**config.mk**
```make
export PLATFORM = sky130hd
export DESIGN_NAME = alu_op_sequencer
export DESIGN_NICKNAME = d
export VERILOG_FILES = /design/src/rtl/alu_op_sequencer.sv
export SDC_FILE = /design/constraint.sdc
export NUM_CORES = 1
export LEC_CHECK = 0
export ABC_AREA = 1
export CELL_PAD_IN_SITES_DETAIL_PLACEMENT = 1
export CELL_PAD_IN_SITES_GLOBAL_PLACEMENT = 1
export CORE_UTILIZATION = 38
export DETAILED_ROUTE_END_ITERATION = 8
export PLACE_DENSITY_LB_ADDON = 0.3
export SYNTH_ARGS = -nofsm -noshare
export SYNTH_HDL_FRONTEND = slang
export SYNTH_SLANG_ARGS = --single-unit
```
**constraint.sdc**
```tcl
create_clock -name clk -period 4.8 [get_ports clk]
set_clock_uncertainty 0.1 [all_clocks]
set_input_delay 0.48 -clock clk [delete_from_list [all_inputs] [get_ports clk]]
set_output_delay 0.48 -clock clk [all_outputs]
set_load 0.01 [all_outputs]
```
**src/rtl/alu_op_sequencer.sv**
```systemverilog
// Issues add/sub/and/asr/cmp/mul requests to an external combinational ALU and returns registered responses.
// Single ops respond one cycle after accept, MUL after MUL_BITS cycles; holds response until rsp_ready.
module alu_op_sequencer #(
  parameter int MUL_BITS = 32
) (
  input  logic        clk,
  input  logic        rst_n,
  input  logic        req_valid,
  output logic        req_ready,
  input  logic [2:0]  req_op,
  input  logic [31:0] req_a,
  input  logic [31:0] req_b,
  output logic [31:0] alu_a,
  output logic [31:0] alu_b,
  output logic [1:0]  alu_funct,
  input  logic [31:0] alu_out,
  input  logic        alu_zero,
  input  logic        alu_carry,
  output logic        rsp_valid,
  input  logic        rsp_ready,
  output logic [31:0] rsp_result,
  output logic        rsp_zero,
  output logic        rsp_carry,
  output logic        rsp_err,
  output logic        flag_z,
  output logic        flag_c
);

  typedef enum logic [1:0] {S_IDLE, S_EXEC, S_MUL, S_RESP} state_t;

  localparam logic [2:0] OP_ADD = 3'b000;
  localparam logic [2:0] OP_SUB = 3'b001;
  localparam logic [2:0] OP_AND = 3'b010;
  localparam logic [2:0] OP_ASR = 3'b011;
  localparam logic [2:0] OP_CMP = 3'b100;
  localparam logic [2:0] OP_MUL = 3'b101;
  localparam logic [5:0] CNT_LAST = 6'(MUL_BITS - 1);

  state_t      r_state, w_next;
  logic [2:0]  r_op;
  logic [31:0] r_a;       // operand A, or accumulator during MUL
  logic [31:0] r_b;       // operand B, or shifted multiplicand during MUL
  logic [31:0] r_mplier;
  logic [5:0]  r_cnt;
  logic [31:0] r_result;
  logic        r_zero, r_carry, r_err, r_flag_z, r_flag_c;

  logic        w_accept, w_illegal, w_mul_done, w_uses_c;
  logic [31:0] w_acc_next;

  assign w_accept   = req_valid && (r_state == S_IDLE);
  assign w_illegal  = req_op[2] & req_op[1];
  assign w_mul_done = (r_state == S_MUL) && (r_cnt == CNT_LAST);
  assign w_uses_c   = (r_op == OP_ADD) || (r_op == OP_SUB) || (r_op == OP_CMP);
  assign w_acc_next = r_mplier[0] ? alu_out : r_a;

  assign req_ready  = (r_state == S_IDLE);
  assign rsp_valid  = (r_state == S_RESP);
  assign rsp_result = r_result;
  assign rsp_zero   = r_zero;
  assign rsp_carry  = r_carry;
  assign rsp_err    = r_err;
  assign flag_z     = r_flag_z;
  assign flag_c     = r_flag_c;

  always_ff @(posedge clk or negedge rst_n) begin
    if (!rst_n) r_state <= S_IDLE;
    else        r_state <= w_next;
  end

  always_comb begin
    w_next    = r_state;
    alu_a     = 32'd0;
    alu_b     = 32'd0;
    alu_funct = 2'b00;
    unique case (r_state)
      S_IDLE: begin
        if (req_valid) begin
          if (w_illegal)             w_next = S_RESP;
          else if (req_op == OP_MUL) w_next = S_MUL;
          else                       w_next = S_EXEC;
        end
      end
      S_EXEC: begin
        alu_a  = r_a;
        alu_b  = r_b;
        w_next = S_RESP;
        case (r_op)
          OP_SUB, OP_CMP: alu_funct = 2'b01;
          OP_AND:         alu_funct = 2'b10;
          OP_ASR:         alu_funct = 2'b11;
          default:        alu_funct = 2'b00;
        endcase
      end
      S_MUL: begin
        alu_a = r_a;
        alu_b = r_b;
        if (w_mul_done) w_next = S_RESP;
      end
      S_RESP: begin
        if (rsp_ready) w_next = S_IDLE;
      end
      default: w_next = S_IDLE;
    endcase
  end

  always_ff @(posedge clk or negedge rst_n) begin
    if (!rst_n) begin
      r_op     <= 3'd0;
      r_a      <= 32'd0;
      r_b      <= 32'd0;
      r_mplier <= 32'd0;
      r_cnt    <= 6'd0;
      r_result <= 32'd0;
      r_zero   <= 1'b0;
      r_carry  <= 1'b0;
      r_err    <= 1'b0;
      r_flag_z <= 1'b0;
      r_flag_c <= 1'b0;
    end else begin
      if (w_accept) begin
        r_op <= req_op;
        if (req_op == OP_MUL) begin
          r_a      <= 32'd0;
          r_b      <= req_a;
          r_mplier <= req_b;
          r_cnt    <= 6'd0;
        end else begin
          r_a <= req_a;
          r_b <= req_b;
        end
        if (w_illegal) begin
          r_result <= 32'd0;
          r_zero   <= 1'b0;
          r_carry  <= 1'b0;
          r_err    <= 1'b1;
        end
      end
      if (r_state == S_EXEC) begin
        r_result <= (r_op == OP_CMP) ? 32'd0 : alu_out;
        r_zero   <= alu_zero;
        r_carry  <= w_uses_c ? alu_carry : 1'b0;
        r_err    <= 1'b0;
        r_flag_z <= alu_zero;
        if (w_uses_c) r_flag_c <= alu_carry;
      end
      if (r_state == S_MUL) begin
        r_a      <= w_acc_next;
        r_b      <= r_b << 1;
        r_mplier <= r_mplier >> 1;
        r_cnt    <= r_cnt + 6'd1;
        if (w_mul_done) begin
          r_result <= w_acc_next;
          r_zero   <= (w_acc_next == 32'd0);
          r_carry  <= 1'b0;
          r_err    <= 1'b0;
          r_flag_z <= (w_acc_next == 32'd0);
        end
      end
    end
  end

endmodule

```
==> metrics.yaml <==
clock_network:
  cts_num_sinks: 144
  clk_latency_ps: 430
  postCtsSetupBuffers: 0
  cts.root.buffer_cell: "clkbuf_16"
  tritoncts: "built"
  number_of_buffers_inserted_for_hold_repair_after_clock_tree_synthesis: 0
  max-clock-path-buffers: 2
  post_cts_resize_count: 0
  clock_tree.htree_level_count: 4
  clkTransAtPathRegs_ps: 60
  total_clock_buffers_created_by_cts: 17
placed_design:
  hpwlAfterDp_mm: 19.9
  dpl.cell_count: 1506
  io_buffer_count: 209
  gp_congestion: 0.829
global_route:
  first_pass_grt_wire_length_mm: 45.1
  first_global_vias: 8086
  grt_antenna_before_repair: 1
  gr-total-overflow: 0
  maximum_number_of_pins_on_one_net_before_global_route_repair: 79
  grt_use_total: 0.273
yosys:
  yosys_register_bits: 144
  synthesis.nets: 1190
  netlist-cell-type-count: 28
  sequential_area_share_after_synthesis: 0.458
  synth_area_per_cell_um2: 7.29
  number_of_instances_in_the_synthesized_netlist: 1080
  synth_warnings: 0
  synth.cell_area_mm2: 0.00787
detailed_routing:
  num_vias: 7974
  drc: 0
  antenna_violating_nets_post_route: 0
  drt_wl_total_mm: 28.4
  post_drt_via_cell_ratio: 5.18
  wire_per_inst_um: 18.4
  drt_pre_antenna_iters: 5
  initialDrtViolationCount: 562
setup_path:
  setup.worst_path.end_class: "flop"
  worstRegToRegCells: 9
  crit_path_max_fanout: 68
  crit_path_start_kind: "flop"
  critPathKind: "reg2reg"
  critical_path.startpoint: "r_state[0]"
  cp_data_required_time_ps: 5030
  rr_startpoint: "r_state[0]"
  worst_ep_arrival_time_ps: 3360
timing:
  finalHoldViolations: 0
  setup_violations: 0
  max_freq_ghz: 0.320
  holdWs_ps: 8.30
  timing_max_transition_violations_final: 0
  min_period_ps: 3120
  layout_worst_path_cycle_share: 0.651
  maxSlewHeadroom: 0.257
  grt_setup_unrepaired: "no"
  worst-slew-pin-transition_ps: 1110
  finalSetupTns_ps: 0
floorplan:
  fp.dieW_um: 146
  design.portCount: 210
  floorplan.core_area_mm2: 0.0203
  die_area_mm2: 0.0213
  row_count: 52
  initial_utilization: 0.388
  floorplan.die.height_um: 146
power_and_ir_drop:
  power_density_over_cell_area_mw_per_mm2: 725
  vdd_drop_max_v: 0.000287
  power_mw: 7.77
  p_leak_nw: 5.33
layout:
  final_nets: 1365
  n_fill_cell: 2552
  number_of_standard_cells_in_the_final_layout_excluding_fillers: 1539
  share_of_post_route_cells_with_drive_strength_above_1: 0.0457
  area_growth_pct: 36.3
worst_hold_path:
  hold_path_class: "in2async"
status:
  outcome: "complete, no violations"
run:
  maxCapViolations: 0
report_power, final:
part / switching, mW / leakage (nW) / internal (mW)
sequential: 0.477 / 1.76 / 1.80
clock: 0.552 / 0.316 / 0.975
combinational: 2.31 / 3.25 / 1.66
total: 3.34 / 5.33 / 4.43
flip-flops by register name (all words and copies together) (netlist names):
register and flops:
r_a 32, r_b 32, r_mplier 32, rsp_result 32, r_cnt 6, r_op 3, r_state 2, flag_c 1
flag_z 1, rsp_carry 1, rsp_err 1, rsp_zero 1
cell type report:
class                      instances  area (µm²)  share of cell area
multi-input combinational        702        3290               0.306
tap                              270         338              0.0315
clock inverter                    14         239              0.0223
antenna                            1        2.50            0.000233
clock buffer                      18         429              0.0400
sequential                       144        3600               0.336
inverter                         166         623              0.0581
timing repair buffer             224        2210               0.206
path summary, 6_finish.rpt:
kind	to	slack, ps
setup / recovery	r_mplier[18]	1680
setup reg to reg	r_mplier[18]	1680
max in group asynchronous	r_a[21]	3570
hold reg to reg	r_mplier[31]	390
hold / removal	rsp_result[7]	8
min in group clk	r_mplier[31]	390
Yosys cell counts:
cell,count,area (µm²)
buf_1,1,3.75
o21ai_0,70,350
nand2_1,411,1540
o21ai_1,20,100
nand3_1,39,195
o221ai_1,33,289
inv_2,3,11.3
buf_4,5,37.5
o2111ai_1,31,272
a211oi_1,1,7.51
o211ai_1,1,7.51
buf_6,9,101
nor3_1,1,5.00
clkinv_1,1,3.75
a22o_1,1,8.76
a31oi_1,30,188
clkbuf_1,30,113
inv_1,162,608
buf_2,22,110
ha_1,5,62.6
o22ai_1,1,6.26
dfrtp_1,144,3600
clkbuf_2,1,5.00
a21oi_1,4,20.0
nor2_1,48,180
nor2_2,4,25.0
nand4_1,1,6.26
o31ai_1,1,7.51
worst max-delay path, stage by stage, from the launching register on:
cell and delay, ps:
dfrtp_1 400, inv_1 110, ha_2 200, buf_4 560, nor2_2 80, buf_4 270, nor2_4 560, buf_4 450
nor2_1 80, a31oi_1 190
layout by cell type (no fill, tap or decap), types with 2 or more instances in the layout:
| master | Yosys | final |
|---|---|---|
| nor2_2 | 4 | 3 |
| dfrtp_1 | 144 | 144 |
| o221ai_1 | 33 | 33 |
| clkdlybuf4s50_1 | 0 | 208 |
| nand3_1 | 39 | 39 |
| ha_1 | 5 | 3 |
| inv_1 | 162 | 161 |
| ha_2 | 0 | 2 |
| clkinvlp_4 | 0 | 3 |
| nor2_1 | 48 | 48 |
| inv_2 | 3 | 4 |
| clkinv_2 | 0 | 2 |
| clkinv_4 | 0 | 3 |
| clkbuf_16 | 0 | 17 |
| nand2_1 | 411 | 410 |
| o21ai_0 | 70 | 70 |
| o21ai_1 | 20 | 20 |
| bufinv_16 | 0 | 6 |
| a31oi_1 | 30 | 30 |
| a21oi_1 | 4 | 4 |
| buf_4 | 5 | 15 |
| o2111ai_1 | 31 | 31 |
kinds of logic after synthesis:
group           Yosys count  synth area share
flops                   144             0.458
fa+ha+maj                 5           0.00795
simple gates            504             0.248
buf+inv                 234             0.126
compound gates          193             0.160
metrics by stage:
stage	area, µm²	setup WS, ps	util
after global routing	10700	1410	0.528
after CTS	10700	1660	0.528
after detailed placement	10100	1680	0.495
after floorplan	7870	2810	-
after global placement	10100	1780	0.495
final	10700	1680	0.528
routing by layer:
layer  track usage  up-vias  routed length [µm]
met1         0.386     3920               13300
met4        0.0821        0                 558
li1              -     3801                   -
met3        0.0404       36                1070
met5             0        -                   0
met2         0.433      217               13500
(Power assumes the default switching activity.)
